<file path="src/rtl/ace_snoop_collector.sv">
// ACE snoop fan-out / CRRESP merge: broadcasts one snoop to a mask of masters and merges their responses.
// Optional CR timeout with orphan draining is enabled by defining ACE_SNOOP_COLLECTOR_TIMEOUT_EN.
module ace_snoop_collector #(
  parameter int NoMst         = 4,
  parameter int AddrWidth     = 64,
  parameter int TimeoutCycles = 1024,
  localparam int SrcW         = $clog2(NoMst)
) (
  input  logic                       clk_i,
  input  logic                       rst_i,
  input  logic                       req_valid_i,
  output logic                       req_ready_o,
  input  logic [AddrWidth-1:0]       req_addr_i,
  input  logic [3:0]                 req_snoop_i,
  input  logic [2:0]                 req_prot_i,
  input  logic [NoMst-1:0]           req_mask_i,
  output logic [NoMst-1:0]           ac_valid_o,
  input  logic [NoMst-1:0]           ac_ready_i,
  output logic [AddrWidth-1:0]       ac_addr_o,
  output logic [3:0]                 ac_snoop_o,
  output logic [2:0]                 ac_prot_o,
  input  logic [NoMst-1:0]           cr_valid_i,
  output logic [NoMst-1:0]           cr_ready_o,
  input  logic [NoMst-1:0][4:0]      cr_resp_i,
  output logic                       rsp_valid_o,
  input  logic                       rsp_ready_i,
  output logic [4:0]                 rsp_resp_o,
  output logic [SrcW-1:0]            rsp_data_src_o
);

  typedef enum logic [1:0] {ST_IDLE, ST_BCAST, ST_RESP} state_e;

  state_e                 state_q;
  logic [AddrWidth-1:0]   addr_q;
  logic [3:0]             snoop_q;
  logic [2:0]             prot_q;
  logic [NoMst-1:0]       mask_q, ac_done_q, cr_done_q, dt_q;
  logic [4:0]             acc_q;
  logic [SrcW-1:0]        src_q;

  logic [NoMst-1:0]       ac_hs, cr_hs, cr_ready_bc, ac_done_d, cr_done_d, dt_d, orphan_w;
  logic [4:0]             acc_d;
  logic [SrcW-1:0]        src_d;
  logic                   tmo_hit;

  assign ac_valid_o     = (state_q == ST_BCAST) ? (mask_q & ~ac_done_q) : '0;
  assign cr_ready_bc    = (state_q == ST_BCAST) ? (mask_q & ac_done_q & ~cr_done_q) : '0;
  assign cr_ready_o     = cr_ready_bc | orphan_w;
  assign req_ready_o    = (state_q == ST_IDLE) && (orphan_w == '0);
  assign rsp_valid_o    = (state_q == ST_RESP);
  assign ac_addr_o      = addr_q;
  assign ac_snoop_o     = snoop_q;
  assign ac_prot_o      = prot_q;
  assign rsp_resp_o     = acc_q;
  assign rsp_data_src_o = src_q;

  assign ac_hs     = ac_valid_o & ac_ready_i;
  assign cr_hs     = cr_valid_i & cr_ready_bc;
  assign ac_done_d = ac_done_q | ac_hs;
  assign cr_done_d = cr_done_q | cr_hs;

  // Data source is the lowest-index supplier overall, not the first one in time.
  always_comb begin
    acc_d = acc_q;
    dt_d  = dt_q;
    for (int i = 0; i < NoMst; i++) begin
      if (cr_hs[i]) begin
        acc_d    = acc_d | cr_resp_i[i];
        dt_d[i]  = dt_q[i] | cr_resp_i[i][0];
      end
    end
    src_d = '0;
    for (int i = NoMst - 1; i >= 0; i--) begin
      if (dt_d[i]) src_d = SrcW'(i);
    end
  end

`ifdef ACE_SNOOP_COLLECTOR_TIMEOUT_EN
  localparam int TmoW = $clog2(TimeoutCycles + 1);
  logic [TmoW-1:0]  tmo_q, tmo_d;
  logic [NoMst-1:0] orphan_q;

  // Silence is counted from the cycle the last AC handshake completes.
  always_comb begin
    tmo_d = '0;
    if ((ac_done_d & mask_q) == mask_q) tmo_d = (|cr_hs) ? '0 : tmo_q + 1'b1;
  end
  assign tmo_hit  = (state_q == ST_BCAST) && (tmo_d == TmoW'(TimeoutCycles));
  assign orphan_w = orphan_q;

  always_ff @(posedge clk_i or posedge rst_i) begin
    if (rst_i) begin
      tmo_q    <= '0;
      orphan_q <= '0;
    end else begin
      tmo_q <= (state_q == ST_BCAST) ? tmo_d : '0;
      if (tmo_hit) orphan_q <= mask_q & ~cr_done_d;
      else         orphan_q <= orphan_q & ~cr_valid_i;
    end
  end
`else
  assign tmo_hit  = 1'b0;
  assign orphan_w = '0;
`endif

  always_ff @(posedge clk_i or posedge rst_i) begin
    if (rst_i) begin
      state_q   <= ST_IDLE;
      addr_q    <= '0;
      snoop_q   <= '0;
      prot_q    <= '0;
      mask_q    <= '0;
      ac_done_q <= '0;
      cr_done_q <= '0;
      dt_q      <= '0;
      acc_q     <= '0;
      src_q     <= '0;
    end else begin
      case (state_q)
        ST_IDLE: begin
          if (req_valid_i && req_ready_o) begin
            addr_q    <= req_addr_i;
            snoop_q   <= req_snoop_i;
            prot_q    <= req_prot_i;
            mask_q    <= req_mask_i;
            ac_done_q <= '0;
            cr_done_q <= '0;
            dt_q      <= '0;
            acc_q     <= '0;
            src_q     <= '0;
            state_q   <= (req_mask_i != '0) ? ST_BCAST : ST_RESP;
          end
        end
        ST_BCAST: begin
          ac_done_q <= ac_done_d;
          cr_done_q <= cr_done_d;
          dt_q      <= dt_d;
          acc_q     <= acc_d;
          src_q     <= src_d;
          if (cr_done_d == mask_q) begin
            state_q <= ST_RESP;
          end else if (tmo_hit) begin
            acc_q   <= acc_d | 5'b00010;
            state_q <= ST_RESP;
          end
        end
        ST_RESP: begin
          if (rsp_ready_i) state_q <= ST_IDLE;
        end
        default: state_q <= ST_IDLE;
      endcase
    end
  end

endmodule

</file>
<file path="config.mk">
export PLATFORM = sky130hd
export DESIGN_NAME = ace_snoop_collector
export DESIGN_NICKNAME = d
export VERILOG_FILES = /design/src/rtl/ace_snoop_collector.sv
export SDC_FILE = /design/constraint.sdc
export NUM_CORES = 1
export LEC_CHECK = 0
export BUFFER_PORTS_ARGS = -buffer_cell sky130_fd_sc_hd__buf_2
export CORE_UTILIZATION = 45
export CTS_CLUSTER_SIZE = 40
export DETAILED_ROUTE_END_ITERATION = 8
export GPL_TIMING_DRIVEN = 0
export PLACE_DENSITY = 0.88
export SYNTH_ARGS = -nofsm -noshare
export SYNTH_HDL_FRONTEND = slang
export SYNTH_SLANG_ARGS = --single-unit
</file>
<file path="constraint.sdc">
create_clock -name clk_i -period 3.4 [get_ports clk_i]
set_clock_uncertainty 0.05 [all_clocks]
set_input_delay 0.17 -clock clk_i [delete_from_list [all_inputs] [get_ports clk_i]]
set_output_delay 0.17 -clock clk_i [all_outputs]
set_load 0.005 [all_outputs]
</file>
After elaboration in Yosys (flattened, before gate mapping) --
Cells that the tools add are included.
Word-level totals: register bits after elaboration 96, latch bits 0, RAM bits 0, memory bits (read-only) 0, memories 0
Cells by class: $add $sub $neg 0, multiply operators 0, div/mod/pow operators 0, magnitude comparators 0, eq/ne operators 6, shift-type cells 0, mux-type cells 27, bitwise logic cells 17, reduce and logical (&&, ||, !) cells 7
Operators by type and width (number):
- $mux W5 | 5
- $pmux W4 S2 | 3
- $and A4 B4 Y4 | 5
- $or A5 B5 Y5 | 4
- $mux W2 | 9
- $mux W4 | 3
- $pmux W5 S2 | 1
- $not A4 Y4 | 2
- $or A4 B4 Y4 | 2
- $ne A2 B1 Y1 const B | 3
- $pmux W2 S3 | 1
- $eq A4 B4 Y1 | 1
- $mux W1 | 4
- $or A1 B1 Y1 | 4
- $pmux W2 S2 | 1
- $reduce_and A2 Y1 | 2
- $reduce_bool A4 Y1 | 1
- $reduce_and A3 Y1 | 1
- $eq A2 B1 Y1 const B | 1
- $eq A2 B2 Y1 const B | 1
- $logic_not A2 Y1 | 1
- $reduce_bool A2 Y1 | 1
- $logic_and A1 B1 Y1 | 1

Longest topological paths before layout --
depth in word-level cells 12, mapped depth 7

Least setup slack after synthesis --
Ideal clock, no wire load.
path kind reg2reg, start point reg state_q[1], end point reg src_q[1], in the netlist rsp_data_src_o[1], setup time 0.122 ns, arrival time 1.434 ns, data required time 3.228 ns, setup slack 1.795 ns, stages on the path, launching flop included 5, buffers on the path 0, cell sequence dfrtp_1 -> or2b_4 -> nor3_2 -> a21oi_1 -> a32o_1
On the way: word-level cells in the longest chain between the ends 9, elaborated cells between the ends (all ways) 17, classes of those cells eq/ne: 2; mux: 10; bitwise: 1; reduce/logical: 4
Ends and longest elaborated chain:
- start: declaration | RTL line 33 | state_e state_q;
- start signal: assignment | RTL line 131 | state_q <= (req_mask_i != '0) ? ST_BCAST : ST_RESP;
- $eq A2 B1 Y1 | RTL line 47, 119
- $mux W4 | RTL line 47 | assign cr_ready_bc = (state_q == ST_BCAST) ? (mask_q & ac_done_q & ~cr_done_q) : '0;
- $and A4 B4 Y4 | RTL line 58 | assign cr_hs = cr_valid_i & cr_ready_bc;
- $mux W1 | RTL line 67 | if (cr_hs[i]) begin
- $mux W2 (4 in a row) | RTL line 74 | if (dt_d[i]) src_d = SrcW'(i);
- $pmux W2 S2 | RTL line 119 | case (state_q)
- end signal: assignment | RTL line 139 | src_q <= src_d;
- end: declaration | RTL line 39 | logic [SrcW-1:0] src_q;
Several ways; a longest one is shown, not always the timed one. A chain may end at the register's enable or synchronous reset.

Worst setup path after layout --
start point reg state_q[0], end point reg acc_q[3], in the netlist rsp_resp_o[3]
On the way: word-level cells in the longest chain between the ends 11, elaborated cells between the ends (all ways) 16, classes of those cells eq/ne: 2; mux: 6; bitwise: 4; reduce/logical: 4
Ends and longest elaborated chain:
- $eq A2 B1 Y1 | RTL line 47, 119
- $mux W4 | RTL line 47
- $and A4 B4 Y4 | RTL line 58
- $mux W5 | RTL line 67
- $or A5 B5 Y5 | RTL line 68 | acc_d = acc_d | cr_resp_i[i];
- $mux W5 | RTL line 67
- $or A5 B5 Y5 | RTL line 68
- $mux W5 | RTL line 67
- $or A5 B5 Y5 | RTL line 68
- $mux W5 | RTL line 67
- $pmux W5 S2 | RTL line 119
- end signal: assignment | RTL line 143 | acc_q <= acc_d | 5'b00010;
- end: declaration | RTL line 38 | logic [4:0] acc_q;
Several ways; a longest one is shown, not always the timed one.

==> key figures <==
Setup path
  – Most frequent CP cell: dlygate4sd3_1
  – CP delay by family, top: buffers and inverters
  – Crit Path Max Fanout: 7
  – FF-to-FF path depth: 6
  – R2r setup slk: 410 ps
  – CP Data Arrival Time: 3230 ps
  – Crit-path cells: or2b_4, nor3_1, a22oi_1, dlygate4sd3_1, nand3_1, dlygate4sd3_1
  – Crit path largest cell delay: 740 ps
  – Critical Path Source Type: flip-flop
  – CP endpoint kind: flip-flop
  – CP max stage cell: nor3_1
  – Critical path depth: 6
  – Sum of buffers and inverters on the critical path: 2
  – WP data required: 3640 ps
  – Critical path type: flip-flop to flip-flop

Logic synthesis
  – Cell Area, Synth: ~4000 um^2
  – Yosys top cell area share: 61.3%
  – Syn. warnings: 0
  – Top cells by area, synth: dfrtp_1 61%, nand2_1 21%, a22oi_1 1.9%
  – Syn_nets: around 540
  – Distinct cells, synth: 34
  – #FFs+latches synth: 96
  – Post-synthesis cell type with the largest combined area: dfrtp_1
  – Seq/Total Area, Yosys: between 60% and 70%
  – Cells after Synth: 437
  – Syn avg cell area: 8.96 um^2

Pwr
  – Pwr dens: roughly 760 nW/um^2
  – LEAKAGE: 3.34 nW
  – Peak supply drop: 378 uV

Cells and area
  – Design Area, Final: 6000 um^2
  – Antenna cell count: 0
  – Final net count: 828
  – Commonest non-fill, non-tap cell in the layout: nand2_1
  – Syn-to-layout area delta: 53.2%
  – Filler cells: 578
  – Layout cells sized above 1: a little under a third
  – Most frequent cells in the layout: 224 x nand2_1, 200 x buf_2, 96 x dfrtp_1

Drt
  – Starting DRT DRC Count: roughly 160
  – TritonRoute pass-1 iters: 5
  – Via count: between 4,000 and 5,000
  – Remaining DRCs: 0
  – Antenna-violating nets left: 0
  – WL/cell: 15.2 um
  – Avg Vias per Cell: 5.03
  – Drt total wl: about 13,000 um

GRT
  – First-pass GRT wire length: roughly 20,000 um
  – Total global-route track usage: 28.8%
  – Pin count of the biggest net entering global routing: between 50 and 60
  – Overflow after GRT: 0
  – Vias in the first global route: ~4,000
  – Initial antenna violation count: 0

Timing
  – FMAX: between 300 and 400 MHz
  – Worst-Margin Slew: 889 ps
  – Hold Vio Cnt, Final: 0
  – Tcrit/Tclk final: 87.9%
  – Max-slew violation count: 0
  – RSZ-0062 raised after global routing: no
  – Setup_tns: 0 ps
  – Final Setup Violations: 0
  – Rel. slew slack: 40.3%
  – Min Clock Period, post-route: 2990 ps

Clock network
  – Clk buf depth: 2
  – Clock sinks: 96
  – CTS Buf Count: 9
  – TritonCTS clock tree: yes
  – Worst-Skew Late Latency: roughly 350 ps
  – CTS root buffer: clkbuf_8
  – Max H-tree Level: 3
  – Clk slew on worst S/H paths: approximately 100 ps

Flow run
  – Max Cap Viol: 0

Placed design
  – DP Wirelength: 7700 um
  – DP Area: a little over 5000 um^2
  – Global placer's final weighted congestion: 0.816
  – Port bufs: 194

Min path
  – Hold Path Cell Cnt: 3
  – Worst hold-check path type: primary input to flip-flop

Floorplan
  – Starting Density: 47.0%
  – Die height: 95.3 um
  – Cell Rows: 33
  – Ports: 195
  – Chip Width: around 95 um
  – Core area: 8340 um^2
  – Die area: 9080 um^2

Run status
  – Status: completed
==> layer usage <==
metal  track usage [%]  wire length [um]
met1              33.8              4860
met2              48.2              6420
met3              8.29              1060
met4              14.1               304
met5                 0                 0
==> sequential cells by signal (all words and copies together) (netlist names) <==
name            flops
ac_addr_o          64
dt_q                4
state_q             2
ac_prot_o           3
ac_snoop_o          4
cr_done_q           4
rsp_resp_o          5
rsp_data_src_o      2
ac_done_q           4
mask_q              4
==> stage by stage <==
stage                     util, %  worst slack, ps  power [W]  instances  hold slack, ps
final                        72.0              412    0.00457        830            12.6
after global routing         72.0              216    0.00494        830            2.42
after CTS                    72.0              461    0.00451        830           0.999
after detailed placement     60.5             1520    0.00375        737             204
after global placement       60.2             -287    0.00365        736             309
after floorplan                 -              675    0.00293        437             225
==> synthesized netlist by cell type <==
| cell | instances |
|---|---|
| a211oi_1 | 1 |
| a21oi_1 | 5 |
| a221o_2 | 1 |
| a22o_1 | 3 |
| a22oi_1 | 10 |
| a311oi_1 | 3 |
| a31o_2 | 1 |
| a31oi_1 | 3 |
| a32o_1 | 4 |
| and2_0 | 1 |
| and2_1 | 1 |
| and2b_2 | 1 |
| and4_1 | 1 |
| and4b_1 | 2 |
| buf_2 | 6 |
| buf_4 | 1 |
| clkbuf_1 | 15 |
| dfrtp_1 | 96 |
| inv_1 | 9 |
| nand2_1 | 224 |
| nand2b_1 | 1 |
| nand3_1 | 11 |
| nor2_1 | 17 |
| nor2b_1 | 1 |
| nor3_1 | 4 |
| nor3_2 | 1 |
| nor3b_1 | 2 |
| o21ai_0 | 5 |
| o31a_1 | 1 |
| o32ai_1 | 1 |
| or2b_1 | 1 |
| or2b_4 | 1 |
| or3_1 | 2 |
| or4_1 | 1 |
==> path summary, 6_finish.rpt <==
check,from,end
min in group asynchronous,rst_i,ac_addr_o[1]
worst min register to register,ac_addr_o[48],ac_addr_o[48]
worst max register to register,state_q[0],rsp_resp_o[3]
worst max-delay path,state_q[0],rsp_resp_o[3]
worst min-delay path,ac_ready_i[0],ac_done_q[0]
max in group asynchronous,rst_i,mask_q[3]
==> kinds of logic after synthesis <==
logic type	synth area share (%)
AO/OA/AOI/OAI	7.19
AND/OR/NAND/NOR	28.2
buffers and inverters	3.26
flip-flops	61.3
==> worst reg2reg max path, cell delays in order, from the launching register on <==
cell	delay [ps]
dfrtp_1	440
or2b_4	340
nor3_1	740
a22oi_1	140
dlygate4sd3_1	620
nand3_1	60
dlygate4sd3_1	540
==> power by group <==
part	total (W)	switching, W	internal [W]
registers	0.00201	0.000344	0.00167
clock network	0.000671	0.000390	0.000281
logic	0.00188	0.00102	0.000863
==> what timing repair did <==
action                                  4_1_cts  5_1_grt
hold buffers                                 78        0
hold endpoints to repair                    113        0
endpoints found under the setup margin        0        0
setup buffers                                 0        0
resized for setup                             0        0
==> cell type report <==
class | count | area (um^2) | area share [%]
clock buffer | 10 | 138 | 2.29
sequential | 96 | 2400 | 40.0
tap | 105 | 131 | 2.19
inverter | 9 | 36.3 | 0.605
multi-input combinational | 310 | 1390 | 23.1
clock inverter | 5 | 33.8 | 0.563
buffer | 22 | 93.8 | 1.56
timing repair buffer | 273 | 1780 | 29.6
Power figures use the tool's default switching activity.
